File: config.mk
export PLATFORM = sky130hd
export DESIGN_NAME = hazard_stall_unit
export DESIGN_NICKNAME = d
export VERILOG_FILES = /design/src/rtl/mips_pkg.sv /design/src/rtl/mdu_scoreboard.sv /design/src/rtl/hazard_stall_unit.sv
export SDC_FILE = /design/constraint.sdc
export NUM_CORES = 1
export LEC_CHECK = 0
export BUFFER_PORTS_ARGS = -buffer_cell sky130_fd_sc_hd__clkbuf_2
export CORE_AREA = 3 3 40 42
export DETAILED_ROUTE_END_ITERATION = 6
export DIE_AREA = 0 0 43 45
export GPL_TIMING_DRIVEN = 0
export SYNTH_ARGS = -nofsm -noshare
export SYNTH_HDL_FRONTEND = slang
export SYNTH_SLANG_ARGS = --single-unit
File: constraint.sdc
create_clock -name vclk -period 1.55
set_clock_uncertainty 0.2 [all_clocks]
set_input_delay 0.2325 -clock vclk [all_inputs]
set_output_delay 0.2325 -clock vclk [all_outputs]
set_load 0.05 [all_outputs]
File: src/rtl/mips_pkg.sv
// Shared MIPS core constants: opcodes, register-field width and the MDU FSM state type.
package mips_pkg;

    localparam logic [5:0] OP_ALU = 6'b000000;
    localparam logic [5:0] OP_MDU = 6'b011100;
    localparam int         REG_W  = 5;

    typedef enum logic [1:0] {
        RUN      = 2'd0,
        MDU_WAIT = 2'd1,
        MDU_WB   = 2'd2
    } mdu_state_t;

endpackage

File: src/rtl/mdu_scoreboard.sv
// MDU completion timer and GPR scoreboard; only compiled when HAZARD_MDU_EN is defined.
`ifdef HAZARD_MDU_EN
module mdu_scoreboard
    import mips_pkg::*;
#(
    parameter int MDU_LAT = 4
) (
    input  logic             clk,
    input  logic             rst_n,
    input  logic             start,
    input  logic [REG_W-1:0] rd,
    output logic             busy,
    output logic             wb_valid,
    output logic [REG_W-1:0] wb_rd,
    output logic [31:0]      pending
);

    mdu_state_t       state;
    mdu_state_t       next_state;
    logic [3:0]       cnt;
    logic [REG_W-1:0] rd_q;
    logic [31:0]      pending_q;
    logic [31:0]      pending_next;

    always_ff @(posedge clk or negedge rst_n) begin
        if (!rst_n) begin
            state <= RUN;
        end else begin
            state <= next_state;
        end
    end

    always_comb begin
        next_state = state;
        case (state)
            RUN:      if (start) next_state = MDU_WAIT;
            MDU_WAIT: if (cnt == 4'd0) next_state = MDU_WB;
            MDU_WB:   next_state = RUN;
            default:  next_state = RUN;
        endcase
    end

    always_comb begin
        busy     = (state != RUN);
        wb_valid = (state == MDU_WB);
        wb_rd    = (state == MDU_WB) ? rd_q : '0;
    end

    // A start seen while busy is ignored, so set and clear never target the same edge.
    always_comb begin
        pending_next = pending_q;
        if (state == MDU_WB) begin
            pending_next[rd_q] = 1'b0;
        end
        if (state == RUN && start && rd != '0) begin
            pending_next[rd] = 1'b1;
        end
        pending_next[0] = 1'b0;
    end

    always_ff @(posedge clk or negedge rst_n) begin
        if (!rst_n) begin
            cnt       <= 4'd0;
            rd_q      <= '0;
            pending_q <= '0;
        end else begin
            pending_q <= pending_next;
            if (state == RUN && start) begin
                cnt  <= 4'(MDU_LAT - 2);
                rd_q <= rd;
            end else if (state == MDU_WAIT && cnt != 4'd0) begin
                cnt <= cnt - 4'd1;
            end
        end
    end

    assign pending = pending_q;

endmodule
`endif

File: src/rtl/hazard_stall_unit.sv
// Pipeline interlock: load-use stall plus, with HAZARD_MDU_EN defined, MDU RAW/structural stalls.
module hazard_stall_unit
    import mips_pkg::*;
#(
    parameter int MDU_LAT = 4
) (
    input  logic             clk,
    input  logic             rst_n,
    input  logic [5:0]       id_op,
    input  logic [REG_W-1:0] id_rs,
    input  logic [REG_W-1:0] id_rt,
    input  logic             id_rt_used,
    input  logic             idex_memread,
    input  logic [REG_W-1:0] idex_rt,
    input  logic             idex_mdu_start,
    input  logic [REG_W-1:0] idex_rd,
    output logic             stall_pc,
    output logic             stall_ifid,
    output logic             bubble_idex,
    output logic             mdu_busy,
    output logic             mdu_wb_valid,
    output logic [REG_W-1:0] mdu_wb_rd
);

    logic load_use;
    logic mdu_stall;
    logic stall;

    assign load_use = idex_memread && (idex_rt != '0) &&
                      ((idex_rt == id_rs) || (id_rt_used && (idex_rt == id_rt)));

`ifdef HAZARD_MDU_EN
    logic [31:0] pending;
    logic        raw_pending;
    logic        raw_start;
    logic        structural;

    mdu_scoreboard #(.MDU_LAT(MDU_LAT)) u_scoreboard (
        .clk      (clk),
        .rst_n    (rst_n),
        .start    (idex_mdu_start),
        .rd       (idex_rd),
        .busy     (mdu_busy),
        .wb_valid (mdu_wb_valid),
        .wb_rd    (mdu_wb_rd),
        .pending  (pending)
    );

    // The op starting in EX this cycle has not reached the scoreboard yet, so compare it directly.
    assign raw_pending = pending[id_rs] || (id_rt_used && pending[id_rt]);
    assign raw_start   = idex_mdu_start && (idex_rd != '0) &&
                         ((idex_rd == id_rs) || (id_rt_used && (idex_rd == id_rt)));
    assign structural  = (id_op == OP_MDU) && (mdu_busy || idex_mdu_start);
    assign mdu_stall   = raw_pending || raw_start || structural;
`else
    logic unused_mdu;

    assign unused_mdu   = ^{clk, id_op, idex_mdu_start, idex_rd};
    assign mdu_stall    = 1'b0;
    assign mdu_busy     = 1'b0;
    assign mdu_wb_valid = 1'b0;
    assign mdu_wb_rd    = '0;
`endif

    assign stall       = load_use || mdu_stall;
    assign stall_pc    = stall;
    assign stall_ifid  = stall;
    assign bubble_idex = stall;

endmodule

=== After elaboration in Yosys (flattened, before gate mapping) ===
Cells that the tools add are included.

* Register bits after elaboration: 0
* Bits in latches: 0
* Bits in writable memories: 0
* Memory bits (read-only): 0
* Input bits: 31
* Output and inout bits: 10
* Word-level logic and storage cells: 7
* Memories: 0

* Add/subtract/negate cells: 0
* Multiply operators: 0
* Divide/modulo/power cells: 0
* $lt $le $gt $ge: 0
* Eq/ne operators: 2
* Shift operators: 0
* Muxes and demuxes: 0
* Bitwise gates (word level): 0
* Reductions and logical operators: 5

{| class="wikitable"
|+ Operators by type and width
! cell !! count
|-
| 5-bit == test || 2
|-
| 5-bit nonzero test || 1
|-
| 1-bit logical AND || 3
|-
| 1-bit logical OR || 1
|}

=== Logic depth before layout (Yosys ltp) ===
Gate-level depths: netlist of the first run.

* Depth after elaboration: 4
* Mapped depth: 5
* Mapped depth without buffers: 4

=== Worst setup path before layout of the first run ===
Ideal clock, no wire load.

* Path kind: input to output
* Start: in idex_rt[3]
* End: out stall_ifid
* Arrival: 1941 ps
* Data required time: 1117 ps
* Slack: -823 ps
* Stages on the path: 5
* Buffers on the path: 1
* Cells stage by stage: xor2_1 > nor4_2 > nand3_1 > a21oi_1 > buf_4

* Cells in the longest elaborated chain, start to end: 4
* Elaborated cells on any way between the ends: 7
* Those cells by class: eq/ne: 2; reduce/logical: 5

{| class="wikitable"
|+ Ends and longest elaborated chain
! element !! RTL line !! RTL
|-
| from (decl) || hazard_stall_unit.sv:14 || <nowiki>input logic [REG_W-1:0] idex_rt,</nowiki>
|-
| 5-bit == test || hazard_stall_unit.sv:30 || <nowiki>((idex_rt == id_rs) || (id_rt_used && (idex_rt == id_rt)));</nowiki>
|-
| 1-bit logical AND || hazard_stall_unit.sv:30 ||
|-
| 1-bit logical OR || hazard_stall_unit.sv:30 ||
|-
| 1-bit logical AND (*) || hazard_stall_unit.sv:29 || <nowiki>assign load_use = idex_memread && (idex_rt != '0) &&</nowiki>
|-
| to (decl) || hazard_stall_unit.sv:18 || <nowiki>output logic stall_ifid,</nowiki>
|}

Mark *: on every way between the ends. The rest lies on a longest branch, timed or not.

=== Final worst setup path of the first run ===
* Start: in idex_rt[1]
* End: out stall_pc

* Cells in the longest elaborated chain, start to end: 4
* Elaborated cells on any way between the ends: 7
* Those cells by class: eq/ne: 2; reduce/logical: 5

{| class="wikitable"
|+ Ends and longest elaborated chain
! element !! RTL line !! RTL
|-
| 5-bit == test || hazard_stall_unit.sv:30 ||
|-
| 1-bit logical AND || hazard_stall_unit.sv:30 ||
|-
| 1-bit logical OR || hazard_stall_unit.sv:30 ||
|-
| 1-bit logical AND (*) || hazard_stall_unit.sv:29 ||
|-
| to (decl) || hazard_stall_unit.sv:17 || <nowiki>output logic stall_pc,</nowiki>
|}

Marks and branches as above.

==> qor.tcl, run 1 <==
set qor(status) {finished, violations left}
set qor(violations_in_the_final_reports) {negative setup slack}
set qor(grtUsageTotal_pct) 5.14
set qor(post_synth_xor_area_fraction_pct) 42.9
set qor(finalNetCount) 88
set qor(timing.final.setup_violations) 3
set qor(postRouteAntennaNets) 0
set qor(crit_end) {stall_pc}
set qor(maxUsedRoutingLayer) {met3}
set qor(placement_rows) 13
set qor(fillerInstances) 133
set qor(critPathRequiredTime_ps) 1120
set qor(die_y_um) 45
set qor(synth_simple_gate_area_share_pct) 17.2
set qor(grt_start_max_net_pins) 4
set qor(synthCells) 27
set qor(drtPass1Iterations) 1
set qor(share_of_the_clock_period_used_by_the_worst_path_pct) 119
set qor(final_layout_size_suffix_gt1_share_pct) 65.5
set qor(worstSetupEndpointType) {output pin}
set qor(n_antenna_cell) 0
set qor(initial_core_util_pct) 15.9
set qor(dominant_delay_contributor_by_cell_family_on_the_critical_path) {simple AND/OR/NAND/NOR gates}
set qor(finalPower_uw) 143
set qor(multi_input_comb_area_um2) 185
set qor(wl_met1_um) 209
set qor(wl_met3_um) 89
set qor(first_global_vias) 205
set qor(floorplan.core_area_um2) 1280
set qor(worst_hold_path_type) {input pin to output pin}
set qor(detail_route.drc_violations) 0
set qor(buffer_ports.inserted) 20
set qor(routedWlPerCell_um) 8.86
set qor(num_io_pins) 41
set qor(nClkBuffers) 0
set qor(total_gr_overflow) 0
set qor(multiplexer_fraction_of_the_synthesized_cell_area_pct) 0
set qor(worstSetupStartpointType) {input pin}
set qor(route.final.wire_length_um) 620
set qor(path_cells) {clkbuf_2 -> or4_4 -> o21ai_2 -> a21oi_4 -> buf_6 -> clkbuf_16}
set qor(synth.avg_cell_area_um2) 7.55
set qor(mappedNetlistArea_um2) 204
set qor(cts_hold_buffers) 0
set qor(finish.utilization_pct) 36.2
set qor(timing.critical_path.arrival_ps) 1400
set qor(synth_sequential_area_ratio_pct) 0
set qor(final_cell_mix) {clkbuf_2, buf_4, conb_1}
set qor(yosys.area_share.adder_pct) 0
set qor(cp_slowest_cell) {or4_4}
set qor(slowest_delay_ps) 540
set qor(synth.distinct_cells) 10
set qor(seq_area_um2) 0
set qor(main_combinational_cell_family_by_area_after_synthesis) {XOR/XNOR gates}
set qor(die_area_um2) 1940
set qor(irDropWorstVdd_mv) 0.111
set qor(n_sequential_cell) 0
set qor(synth_compound_gate_area_share_pct) 4.91
set qor(total_vias_in_the_final_route) 240
set qor(met2WireLength_um) 320
set qor(initial_antenna_violation_count) 0
set qor(crit_fanout) 3
set qor(report.final.slew_viol_count) 0
set qor(hold_vio_cnt_final) 0
set qor(crit_start) {idex_rt[1]}
set qor(pwr_density_cell_nw_per_um2) 307
set qor(cp_num_buf_inv) 3
set qor(timing.critical_path.depth) 6
set qor(area_growth_syn_to_layout_pct) 128
set qor(max_freq_mhz) 544
set qor(number_of_warnings_printed_during_yosys_synthesis) 0
set qor(finalWeightedCongestion) 0.689
set qor(grt_setup_unrepaired) {true}
set qor(timing.max_cap.violations) 0
set qor(final_common_cell) {clkbuf_2}
set qor(timing_worst_setup_path_type) {input pin to output pin}
set qor(final_critical_path_setup_slack_ps) -287
set qor(drt_iter0_markers) 0
set qor(first_pass_grt_wire_length_um) 814
set qor(power_leakage_nw) 0.235
set qor(finalCriticalPeriod_ps) 1840
set qor(routed_via_density) 3.43
set qor(die_width_um) 43
==> Yosys cell counts (all sizes together) <==
library cell  count  area [µm²]
a21oi             1        5.00
buf               9        67.6
conb              1        3.75
nand3             2        10.0
nor3              1        5.00
nor4              1        12.5
o21ai             1        5.00
or4               1        7.51
xnor2             3        26.3
xor2              7        61.3
==> report_power, final <==
part / switching (mW) / internal [mW] / total [mW]
sequential: 0 / 0 / 0
clock: 0 / 0 / 0
combinational: 0.0780 / 0.0647 / 0.143
total: 0.0780 / 0.0647 / 0.143
==> final cells by class <==
| class | instances | area share (%) |
|---|---|---|
| buffer | 9 | 16.1 |
| multi-input combinational | 24 | 39.8 |
| timing repair buffer | 22 | 40.1 |
| tap | 15 | 4.03 |
==> stage by stage <==
stage / std cells / TNS (ps) / setup slack [ps] / cell area (µm²) / hold WS (ps)
floorplan: 33 / -580 / -268 / 245 / 486
global placement: 68 / -1080 / -383 / 364 / 765
detailed placement: 68 / -1150 / -405 / 364 / 784
CTS: 70 / -906 / -304 / 434 / 683
global route: 70 / -964 / -324 / 465 / 702
finish: 70 / -812 / -287 / 465 / 681
==> how the worst min path moves through the flow <==
| stage | from | endpoint | slack, ps | cells past startpoint |
|---|---|---|---|---|
| finish | idex_memread | bubble_idex | 680 | 4 |
| global route | idex_memread | bubble_idex | 700 | 4 |
| CTS | idex_memread | bubble_idex | 680 | 4 |
| detailed placement | idex_memread | bubble_idex | 780 | 4 |
| global placement | idex_memread | bubble_idex | 770 | 4 |
| floorplan | idex_memread | bubble_idex | 490 | 2 |
==> kinds of logic after synthesis <==
group	count (synthesis)
AND/OR/NAND/NOR	5
AO/OA/AOI/OAI	2
buffers and inverters	9
other	1
XOR/XNOR	10
==> per-layer routing <==
| layer | vias to the layer above | global-route usage, % |
|---|---|---|
| met3 | 0 | 0.797 |
| met5 | - | 0 |
| met4 | 0 | 0 |
| met2 | 18 | 9.58 |
| met1 | 94 | 6.67 |
| li1 | 128 | - |
==> timing repair <==
item                       in CTS  in global routing
buffers inserted                2                  0
pin swaps                       5                  1
setup endpoints to repair       3                  3
gates resized for setup         9                  9
cloned                          0                  0
(Power assumes the default switching activity.)
==> run 2, diff against run 1 <==
- GPL_TIMING_DRIVEN: 0 -> not set
==> run 2 against run 1 <==
  * Cell count fell by 13%
  * Critical endpoint is now stall_ifid
  * Clock-buffer cell count did not move
  * Utilization fell by 7.0 points
  * Sequential cell count did not move
  * Worst setup slack improved by 97 ps
  * Wire length fell by 15%
  * Highest routed layer unchanged
  * Maximum frequency rose by 5.6%
  * Global-route usage did not move
  * The run still ends with negative setup slack left
  * Total power fell by 14%
==> qor.tcl, run 2 (synthesis gave the netlist of run 1 again) <==
set qor(status) {finished, violations left}
set qor(violations_in_the_final_reports) {negative setup slack}
set qor(die_y_um) 45
set qor(n_antenna_cell) 0
set qor(die_area_um2) 1940
set qor(grt_start_max_net_pins) 4
set qor(finish.utilization_pct) 29.2
set qor(n_sequential_cell) 0
set qor(first_pass_grt_wire_length_um) 814
set qor(worstSetupEndpointType) {output pin}
set qor(placed_cell_area_um2) 304
set qor(worst_hold_path_type) {input pin to output pin}
set qor(report.final.slew_viol_count) 0
set qor(place_inst) 61
set qor(detail_route.drc_violations) 0
set qor(postRouteAntennaNets) 0
set qor(final_critical_path_setup_slack_ps) -190
set qor(finalPower_uw) 122
set qor(grt_setup_unrepaired) {true}
set qor(final_cell_mix) {clkbuf_2, conb_1, xor2_1}
set qor(area_growth_syn_to_layout_pct) 84.0
set qor(timing.critical_path.arrival_ps) 1310
set qor(drt_iter0_markers) 0
set qor(timing.max_cap.violations) 0
set qor(route.final.wire_length_um) 527
set qor(num_io_pins) 41
set qor(detailedPlace.worstSlack_ps) -278
set qor(first_global_vias) 203
set qor(seq_area_um2) 0
set qor(setup_tns_ps) -533
set qor(power_leakage_nw) 0.178
set qor(finalCriticalPeriod_ps) 1740
set qor(cp_num_buf_inv) 2
set qor(drtPass1Iterations) 1
set qor(final_common_cell) {clkbuf_2}
set qor(maxUsedRoutingLayer) {met3}
set qor(cp_slowest_cell) {nor4_2}
set qor(fillerInstances) 133
set qor(timing.final.setup_violations) 3
set qor(nClkBuffers) 0
set qor(finalNetCount) 79
set qor(finalHoldWorstSlack_ps) 612
set qor(critPathRequiredTime_ps) 1120
set qor(die_width_um) 43
set qor(routed_via_density) 3.49
set qor(detailed_place_hpwl_um) 503
set qor(buffer_ports.inserted) 20
set qor(max_freq_mhz) 575
set qor(timing_worst_setup_path_type) {input pin to output pin}
set qor(final-instance-count-excl-fill) 61
set qor(initial_antenna_violation_count) 0
set qor(placement_rows) 13
set qor(floorplan.core_area_um2) 1280
set qor(finalWeightedCongestion) 0.695
set qor(cts.repair_timing.setup_buffer_count) 0
set qor(share_of_the_clock_period_used_by_the_worst_path_pct) 112
set qor(initial_core_util_pct) 15.9
set qor(wl_met3_um) 71
set qor(pwr_density_cell_nw_per_um2) 326
set qor(routedWlPerCell_um) 8.64
set qor(hold_vio_cnt_final) 0
set qor(multi_input_comb_area_um2) 189
set qor(wl_met1_um) 195
set qor(met2WireLength_um) 260
set qor(dominant_delay_contributor_by_cell_family_on_the_critical_path) {simple AND/OR/NAND/NOR gates}
set qor(grtUsageTotal_pct) 5.14
set qor(total_gr_overflow) 0
set qor(worstSetupStartpointType) {input pin}
set qor(total_vias_in_the_final_route) 213
set qor(cts_hold_buffers) 0
set qor(irDropWorstVdd_mv) 0.0984
set qor(crit_fanout) 3
set qor(final_cell_area_um2) 375
set qor(slowest_delay_ps) 240
set qor(path_cells) {buf_8 -> xor2_2 -> nor4_2 -> nand3_1 -> a21oi_4 -> clkbuf_8}
set qor(final_layout_size_suffix_gt1_share_pct) 58.7
-- run 2: cell count changes in the layout (fill, tap and decap cells not counted), moves of 2 or more --
cell,before,now
clkbuf_8,0,2
buf_6,5,2
clkbuf_16,2,0
buf_4,9,3
-- run 2: timing repair --
item,in CTS,in global routing
setup endpoints to repair,3,3
gates resized for setup,8,10
pin swaps,1,3
-- run 2: area by class of cell --
class | count | share of cell area (%)
Tap cell | 15 | 5.00
Timing Repair Buffer | 22 | 44.7
Multi-Input combinational cell | 24 | 50.3
-- run 2: path summary, 6_finish.rpt --
path / cells after the start / endpoint / from
min: 4 / bubble_idex / idex_memread
max: 6 / stall_ifid / idex_rt[0]
-- run 2: metal layers --
metal	global-route usage, %	vias to the layer above
met3	0.398	0
li1	-	109
met1	7.14	86
met2	9.28	18
met4	0	0
met5	0	-
-- run 2: power by group --
part,internal (mW),total [mW],switching (mW)
clock network,0,0,0
registers,0,0,0
logic,0.0477,0.122,0.0747
==> run 3, diff against run 2 <==
- ABC_AREA: not set -> 1
==> run 3 against run 2 <==
  * The run now ends clean
  * Global-route usage grew 0.41 points
  * Die area is the same
  * Cell count grew 57%
  * Combinational power grew 23%
  * Sequential share of layout area is the same
  * Via count grew 69%
  * Sequential cell count is the same
  * Maximum frequency grew 13%
  * Cell area grew 34%
  * Clock-buffer cell count is the same
  * Synthesized cell count grew 130%
  * First-iteration DRC count grew 3
  * Critical path type unchanged
  * Highest routed layer unchanged
==> qor.tcl, run 3 <==
set qor(status) {complete, no violations}
set qor(multi_input_comb_area_um2) 210
set qor(grtUsageTotal_pct) 5.56
set qor(grt_start_max_net_pins) 6
set qor(placement_rows) 13
set qor(share_of_the_clock_period_used_by_the_worst_path_pct) 99.0
set qor(yosys-top-cells-count) {nand2_1, inv_1, buf_4, nor2_1, nand3_1}
set qor(synthCells) 62
set qor(grt_setup_unrepaired) {true}
set qor(synth.distinct_cells) 10
set qor(setup_tns_ps) 0
set qor(fillerInstances) 155
set qor(buffer_ports.inserted) 20
set qor(place_inst) 96
set qor(synth_sequential_area_ratio_pct) 0
set qor(detailedPlace.worstSlack_ps) -127
set qor(routedWlPerCell_um) 6.35
set qor(worstSetupStartpointType) {input pin}
set qor(finalPower_uw) 150
set qor(finish.utilization_pct) 39.0
set qor(final_common_cell) {nand2_1}
set qor(cts.repair_timing.setup_buffer_count) 0
set qor(routed_via_density) 3.74
set qor(timing_worst_setup_path_type) {input pin to output pin}
set qor(die_width_um) 43
set qor(finalNetCount) 114
set qor(pwr_density_cell_nw_per_um2) 299
set qor(final-instance-count-excl-fill) 96
set qor(route.final.wire_length_um) 610
set qor(ranking_of_synthesized_cells_by_area) {nand2_1, buf_4, inv_1}
set qor(total_gr_overflow) 0
set qor(floorplan.core_area_um2) 1280
set qor(initial_core_util_pct) 21.6
set qor(finalWeightedCongestion) 0.715
set qor(die_area_um2) 1940
set qor(die_y_um) 45
set qor(synth.top_cell.area_share_pct) 32.4
set qor(area_growth_syn_to_layout_pct) 80.6
set qor(drtPass1Iterations) 4
set qor(final_critical_path_setup_slack_ps) 14.9
set qor(postRouteAntennaNets) 0
set qor(yosysTopAreaCell) {nand2_1}
set qor(final_cell_area_um2) 502
set qor(worstSetupEndpointType) {output pin}
set qor(detailed_place_hpwl_um) 571
set qor(nClkBuffers) 0
set qor(worst_hold_path_type) {input pin to output pin}
set qor(number_of_warnings_printed_during_yosys_synthesis) 0
set qor(crit_start) {idex_rt[1]}
set qor(finalCriticalPeriod_ps) 1540
set qor(irDropWorstVdd_mv) 0.117
set qor(crit_end) {stall_ifid}
set qor(first_pass_grt_wire_length_um) 890
set qor(timing.critical_path.arrival_ps) 1100
set qor(mappedNetlistArea_um2) 278
set qor(num_io_pins) 41
set qor(total_vias_in_the_final_route) 359
set qor(seq_area_um2) 0
set qor(final_cell_mix) {nand2_1, inv_1, clkbuf_2}
set qor(max_freq_mhz) 651
set qor(timing.final.setup_violations) 0
set qor(drt_iter0_markers) 3
set qor(crit_fanout) 4
set qor(first_global_vias) 235
set qor(n_antenna_cell) 0
set qor(critPathRequiredTime_ps) 1120
set qor(power_leakage_nw) 0.309
set qor(placed_cell_area_um2) 385
set qor(synth_most_common_cell) {nand2_1}
set qor(n_sequential_cell) 0
set qor(timing.max_cap.violations) 0
set qor(report.final.slew_viol_count) 0
set qor(final_layout_size_suffix_gt1_share_pct) 39.5
set qor(synth.avg_cell_area_um2) 4.48
set qor(finalHoldWorstSlack_ps) 690
set qor(detail_route.drc_violations) 0
set qor(initial_antenna_violation_count) 0
set qor(hold_vio_cnt_final) 0
-- run 3: changes by cell type in the layout (fill, tap and decap cells not counted), sizes merged, moves of 5 or more --
| cell | previous run | this run |
|---|---|---|
| buf | 8 | 13 |
| nor2 | 0 | 9 |
| nand2 | 0 | 24 |
| xor2 | 7 | 0 |
| clkbuf | 14 | 9 |
| inv | 0 | 13 |
-- run 3: critical path: stages --
cell and delay (ps):
buf_8 100, nand2_1 50, nand2_1 50, nor2_1 100, nand3_1 120, a21oi_4 250, buf_8 180
-- run 3: worst min path at each step --
stage,from,end,cells after the start
2_1_floorplan,idex_memread,bubble_idex,2
4_1_cts,idex_memread,bubble_idex,4
3_5_place_dp,idex_memread,bubble_idex,4
3_3_place_gp,idex_memread,stall_ifid,4
5_1_grt,idex_memread,stall_ifid,4
6_report,idex_memread,bubble_idex,4
-- run 3: area by class of cell --
cell class                 instances  area share (%)
inverter                          13            10.7
timing repair buffer              22            43.6
tap                               15            3.74
multi-input combinational         46            41.9
-- run 3: cells by family (layout without fill, tap and decap cells) --
logic type                count (synthesis)  in the layout  share of synthesized area (%)
and+or+nand+nor                          36             36                           50.0
xor gates and xnor gates                  1              1                           3.15
buffers and inverters                    22             35                           41.9
AOI/OAI and AO/OA                         2              2                           3.60
other                                     1              7                           1.35
-- run 3: repair_timing --
action                     4_1_cts  5_1_grt
gates resized for setup         14       21
setup endpoints to repair        3        3
gates cloned                     0        0
pin swaps                        6       13
hold buffers                     0        0
-- run 3: layer usage --
layer  global-route usage (%)  vias to the layer above  share of wire (%)
met5                        0                        -                  0
met4                        0                        0                  0
met3                    0.797                        0                 10
met2                     8.68                       14                 48
met1                     8.57                      144                 42
li1                         -                      201                  -
-- run 3: where the power goes --
part	switching [mW]	internal (mW)
clock	0	0
sequential	0	0
combinational	0.0873	0.0625
